--- src/rtl/pwm_gen_multi.sv ---
// pwm_gen_multi: multi-channel PWM on one shared prescaled timebase; define PWM_SHADOW_EN to double-buffer configuration onto period boundaries
module pwm_gen_multi #(
  parameter int WIDTH    = 16,
  parameter int CHANNELS = 4
) (
  input  logic                      clk,
  input  logic                      rst_n,
  input  logic                      pwm_en,
  input  logic [7:0]                prescale,
  input  logic [WIDTH-1:0]          period,
  input  logic [2*CHANNELS-1:0]     mode,
  input  logic [WIDTH*CHANNELS-1:0] compare1,
  input  logic [WIDTH*CHANNELS-1:0] compare2,
  input  logic [CHANNELS-1:0]       polarity,
  output logic [WIDTH-1:0]          count_val,
  output logic                      period_tick,
  output logic [CHANNELS-1:0]       pwm_out
);
  logic [7:0]                prescale_act;
  logic [WIDTH-1:0]          period_act;
  logic [2*CHANNELS-1:0]     mode_act;
  logic [WIDTH*CHANNELS-1:0] cmp1_act;
  logic [WIDTH*CHANNELS-1:0] cmp2_act;
  logic [CHANNELS-1:0]       pol_act;
  logic [7:0]                pre_cnt_q, pre_cnt_d;
  logic                      tick_q, tick_d;
  logic [WIDTH-1:0]          count_q, count_d;
  logic                      period_tick_q, period_tick_d;
  logic [CHANNELS-1:0]       pwm_q, pwm_d;
  logic [CHANNELS-1:0]       raw;
  logic                      wrap;
  // The tick is registered so the first enabled edge never advances the counter
  assign wrap = tick_q && count_q == period_act;
`ifdef PWM_SHADOW_EN
  logic [7:0]                prescale_q;
  logic [WIDTH-1:0]          period_q;
  logic [2*CHANNELS-1:0]     mode_q;
  logic [WIDTH*CHANNELS-1:0] cmp1_q;
  logic [WIDTH*CHANNELS-1:0] cmp2_q;
  logic [CHANNELS-1:0]       pol_q;
  // Shadow copies track the inputs while idle and refresh only on the wrap edge while running
  always_ff @(posedge clk or negedge rst_n)
    if (!rst_n) begin
      prescale_q <= '0;
      period_q   <= '0;
      mode_q     <= '0;
      cmp1_q     <= '0;
      cmp2_q     <= '0;
      pol_q      <= '0;
    end else if (!pwm_en || wrap) begin
      prescale_q <= prescale;
      period_q   <= period;
      mode_q     <= mode;
      cmp1_q     <= compare1;
      cmp2_q     <= compare2;
      pol_q      <= polarity;
    end
  assign prescale_act = prescale_q;
  assign period_act   = period_q;
  assign mode_act     = mode_q;
  assign cmp1_act     = cmp1_q;
  assign cmp2_act     = cmp2_q;
  assign pol_act      = pol_q;
`else
  assign prescale_act = prescale;
  assign period_act   = period;
  assign mode_act     = mode;
  assign cmp1_act     = compare1;
  assign cmp2_act     = compare2;
  assign pol_act      = polarity;
`endif
  for (genvar i = 0; i < CHANNELS; i++) begin : g_ch
    logic [WIDTH-1:0] c1, c2;
    logic [1:0]       m;
    assign c1 = cmp1_act[WIDTH*i +: WIDTH];
    assign c2 = cmp2_act[WIDTH*i +: WIDTH];
    assign m  = mode_act[2*i +: 2];
    assign raw[i] = m == 2'd0 ? count_q < c1 :
                    m == 2'd1 ? count_q >= c1 :
                    m == 2'd2 ? count_q >= c1 && count_q < c2 : 1'b0;
  end
  // Next state of prescaler, counter, wrap pulse and outputs; disable clears the timebase
  always_comb begin
    pre_cnt_d     = !pwm_en || pre_cnt_q == prescale_act ? 8'd0 : pre_cnt_q + 8'd1;
    tick_d        = pwm_en && pre_cnt_q == prescale_act;
    count_d       = !pwm_en || wrap ? '0 : tick_q ? count_q + 1'b1 : count_q;
    period_tick_d = pwm_en && wrap;
    pwm_d         = pwm_en ? raw ^ pol_act : polarity;
  end
  // Timebase and output registers
  always_ff @(posedge clk or negedge rst_n)
    if (!rst_n) begin
      pre_cnt_q     <= '0;
      tick_q        <= 1'b0;
      count_q       <= '0;
      period_tick_q <= 1'b0;
      pwm_q         <= '0;
    end else begin
      pre_cnt_q     <= pre_cnt_d;
      tick_q        <= tick_d;
      count_q       <= count_d;
      period_tick_q <= period_tick_d;
      pwm_q         <= pwm_d;
    end
  assign count_val   = count_q;
  assign period_tick = period_tick_q;
  assign pwm_out     = pwm_q;
endmodule

--- config.mk ---
export PLATFORM = sky130hd
export DESIGN_NAME = pwm_gen_multi
export DESIGN_NICKNAME = d
export VERILOG_FILES = /design/src/rtl/pwm_gen_multi.sv
export SDC_FILE = /design/constraint.sdc
export NUM_CORES = 1
export LEC_CHECK = 0
export ABC_CLOCK_PERIOD_IN_PS = 2500
export CAP_MARGIN = 15
export CORE_MARGIN = 3
export CORE_UTILIZATION = 46
export CTS_CLUSTER_SIZE = 28
export DETAILED_ROUTE_END_ITERATION = 8
export GPL_TIMING_DRIVEN = 0
export PLACE_DENSITY = 0.87
export RECOVER_POWER = 100
export SLEW_MARGIN = 20
export SYNTH_ARGS = -nofsm -noshare
export SYNTH_HDL_FRONTEND = slang
export SYNTH_SLANG_ARGS = --single-unit
--- constraint.sdc ---
create_clock -name clk -period 2.5 [get_ports clk]
set_clock_uncertainty 0.2 [all_clocks]
set_input_delay 0.75 -clock clk [delete_from_list [all_inputs] [get_ports clk]]
set_output_delay 0.75 -clock clk [all_outputs]
set_load 0.1 [all_outputs]
==> qor.yml, run 1 <==
run_status:
  outcome: "complete, but fails checks"
  failed_checks: "negative setup slack"
critical_path:
  cp_data_required_time_ps: 2510
  critPathSlowestCell: "dfrtp_4"
  max_stage_delay_ps: 670
  crit_type: "reg2reg"
  cp_data_arrival_time_ps: 2920
  critPathLaunchType: "register"
  critical-path-top-delay-family: "simple AND/OR/NAND/NOR gates"
  path_cells: "ha_4 > nand2_1 > o21ai_0 > nand2b_1 > nand4_1 > nor3b_4 > xor2_1"
  worst-path-max-fanout: 14
  endpoint_kind: "register"
  crit_buf_inv: 0
drt:
  drt_iter0_markers: 696
  firstDrtPassIters: 6
  drc: 0
  wire_per_inst_um: 26.8
  ant_nets: 0
  vias: 6233
  finalWirelength_um: 25900
  viasPerCell: 6.46
pwr:
  power_density_nw_per_um2: 199
  power_switching_share: 0.355
  leakagePower_nw: 4.30
  irDropWorstVdd_v: 0.000269
  power_switching_w: 0.000608
  power.share.sequential: 0.294
  comb_power_share: 0.457
  internal_power_w: 0.00111
  clockPowerShare: 0.249
yosys:
  synth_compound_area_frac: 0.130
  synth_warnings: 0
  syn-cell-area_um2: 4800
  synthMuxAreaShare: 0.00208
  avgSynthCellArea_um2: 7.67
  synthAdderAreaFrac: 0.328
  synth_seq_cells: 30
  yosysUniqueCellTypes: 34
  synth_nets: 919
  syn_inst: 626
  synth_xor_area_frac: 0.0894
  yosys.area_share.simple: 0.180
  synth_top_family_by_area: "adder cells"
  synth-seq-area-share: 0.156
grt:
  grt_pass1_wl_um: 26000
  grt_max_degree: 31
  grt_overflow: 0
  track_usage: 0.285
  antenna_found_initial: 2
  grt_pass1_vias: 5465
cells_and_area:
  final_cell_mix: "ha_4 (76), clkdlybuf4s50_1 (72), dlymetal6s2s_1 (72)"
  fin_area_um2: 8610
  area_delta_synth_final_pct: 79.3
  drive_above_1_share: 0.359
  layout_commonest_cell: "ha_4"
  layout.nets: 1121
clocking:
  cts_tree: "yes"
  path_clk_slew_ps: 70
  cts-root-buf: "clkbuf_8"
  cts.sinks: 30
  htree_levels: 2
  clock_path_buffers: 2
  cts_hold_buf: 0
  numCtsBuffers: 5
  clk_latency_ps: 290
sta:
  max_freq_mhz: 343
  setup_tns_ps: -1070
  max_slew.worst_pin.slew_ps: 1240
  setup_viol: 7
  fin_crit_ps: 2910
  final_max_slew_viol_count: 0
  setup_slack_ps: -415
  relSlewSlack: 0.178
  rsz0062_at_grt: "true"
  hold_viol_final: 0
  fin_crit_sh: 1.17
placed_design:
  place.detailed.hpwl_um: 12600
  gp_congestion: 0.872
  dpl_cell_area_um2: 6840
  pre_cts_slack_ps: -615
  port-buffer-count: 186
die:
  die_x_um: 108
  top_level_ports: 188
  dieArea_um2: 11700
  die_h_um: 108
  initial_utilization: 0.482
  rows: 36
  core_um2: 9950
worst_hold_path:
  hold_path_class: "in2async"
job:
  maxCapViolCount: 0
[through the flow]
stage	hold WS [ps]	std cells	util	power (W)
floorplan	254	626	-	0.000746
global placement	304	945	0.688	0.00107
detailed placement	312	945	0.687	0.00108
CTS	321	953	0.726	0.00152
global route	342	964	0.864	0.00177
finish	296	965	0.865	0.00171
[cell type report]
cell class,count,area [um2]
Antenna cell,3,7.51
Buffer,5,58.8
Clock buffer,6,82.6
Clock inverter,2,12.5
Fill cell,420,1350
Inverter,130,488
Multi-Input combinational cell,461,5010
Sequential cell,30,795
Tap cell,133,166
Timing Repair Buffer,195,1980
[logic make-up after synthesis]
| family | after synthesis |
|---|---|
| simple gates | 178 |
| buf+inv | 135 |
| fa+ha+maj | 126 |
| compound gates | 107 |
| xor+xnor | 49 |
| flops | 30 |
| mux | 1 |
[routing by layer]
metal  track usage  vias up  part of all wire
met5             0        -                 0
li1              -     2530                 -
met3        0.0436      248              0.12
met2         0.501      614              0.45
met1         0.347     2841              0.33
met4         0.112        0              0.10
[cell usage after synthesis]
cell type / n / share of area
and2_1: 1 / 0.0013
buf_2: 1 / 0.0010
dfrtp_1: 30 / 0.16
nor3_1: 1 / 0.0010
o311ai_0: 3 / 0.0055
inv_1: 130 / 0.10
o211ai_1: 3 / 0.0047
a31oi_1: 4 / 0.0052
nor4_1: 15 / 0.020
mux2i_1: 1 / 0.0021
nand4_1: 18 / 0.023
a221oi_1: 4 / 0.0073
a32oi_1: 4 / 0.0073
xor2_1: 23 / 0.042
nor3b_2: 4 / 0.010
a21o_1: 4 / 0.0063
or2_2: 4 / 0.0052
nor3b_1: 1 / 0.0016
nand3_1: 12 / 0.013
o2111ai_1: 1 / 0.0018
buf_12: 1 / 0.0042
nand2b_1: 9 / 0.012
xnor2_1: 26 / 0.047
a21oi_1: 47 / 0.049
a21boi_0: 4 / 0.0063
a22oi_1: 4 / 0.0063
o21ai_0: 29 / 0.030
ha_1: 126 / 0.33
nor3_2: 1 / 0.0021
nand2_1: 58 / 0.045
buf_6: 3 / 0.0070
nor2_2: 1 / 0.0013
and3_1: 6 / 0.0078
nor2_1: 47 / 0.037
[sequential cells by signal (all words and copies together), names as in the netlist]
signal and cells:
count_val 16, pwm_out 4, period_tick 1, tick_q 1, pre_cnt_q 8
[final timing paths]
path	start	to	slack, ps	cells past startpoint
max	count_val[11]	pwm_out[3]	-410	7
max reg2reg	count_val[11]	pwm_out[3]	-410	7
min	rst_n	pwm_out[0]	300	1
min reg2reg	pre_cnt_q[0]	pre_cnt_q[0]	310	1
max in group asynchronous	rst_n	count_val[7]	1280	1
min in group clk	pre_cnt_q[0]	pre_cnt_q[0]	310	1
[timing repair]
item | 4_1_cts | 5_1_grt
setup endpoints to repair | 28 | 27
hold endpoints to repair | 0 | 0
pin swaps | 65 | 123
gates resized for setup | 151 | 316
setup buffers | 0 | 9
[power by group through the flow]
stage / logic, W / clock network [W] / registers [W]
after floorplan: 0.000190 / 0 / 0.000556
after global placement: 0.000554 / 0 / 0.000511
after detailed placement: 0.000572 / 0 / 0.000511
after CTS: 0.000592 / 0.000425 / 0.000502
after global routing: 0.000819 / 0.000442 / 0.000504
final: 0.000783 / 0.000427 / 0.000503
(Power assumes the default switching activity.)
==> run 2: changes to the inputs <==
--- a/config.mk
+++ b/config.mk
@@ -11,6 +11,7 @@
 export CORE_UTILIZATION = 46
 export CTS_CLUSTER_SIZE = 28
 export DETAILED_ROUTE_END_ITERATION = 8
+export GPL_ROUTABILITY_DRIVEN = 0
 export GPL_TIMING_DRIVEN = 0
 export PLACE_DENSITY = 0.87
 export RECOVER_POWER = 100
==> results of run 2 <==
Same layout as run 1: the final DEF is identical, and so are final timing and power.
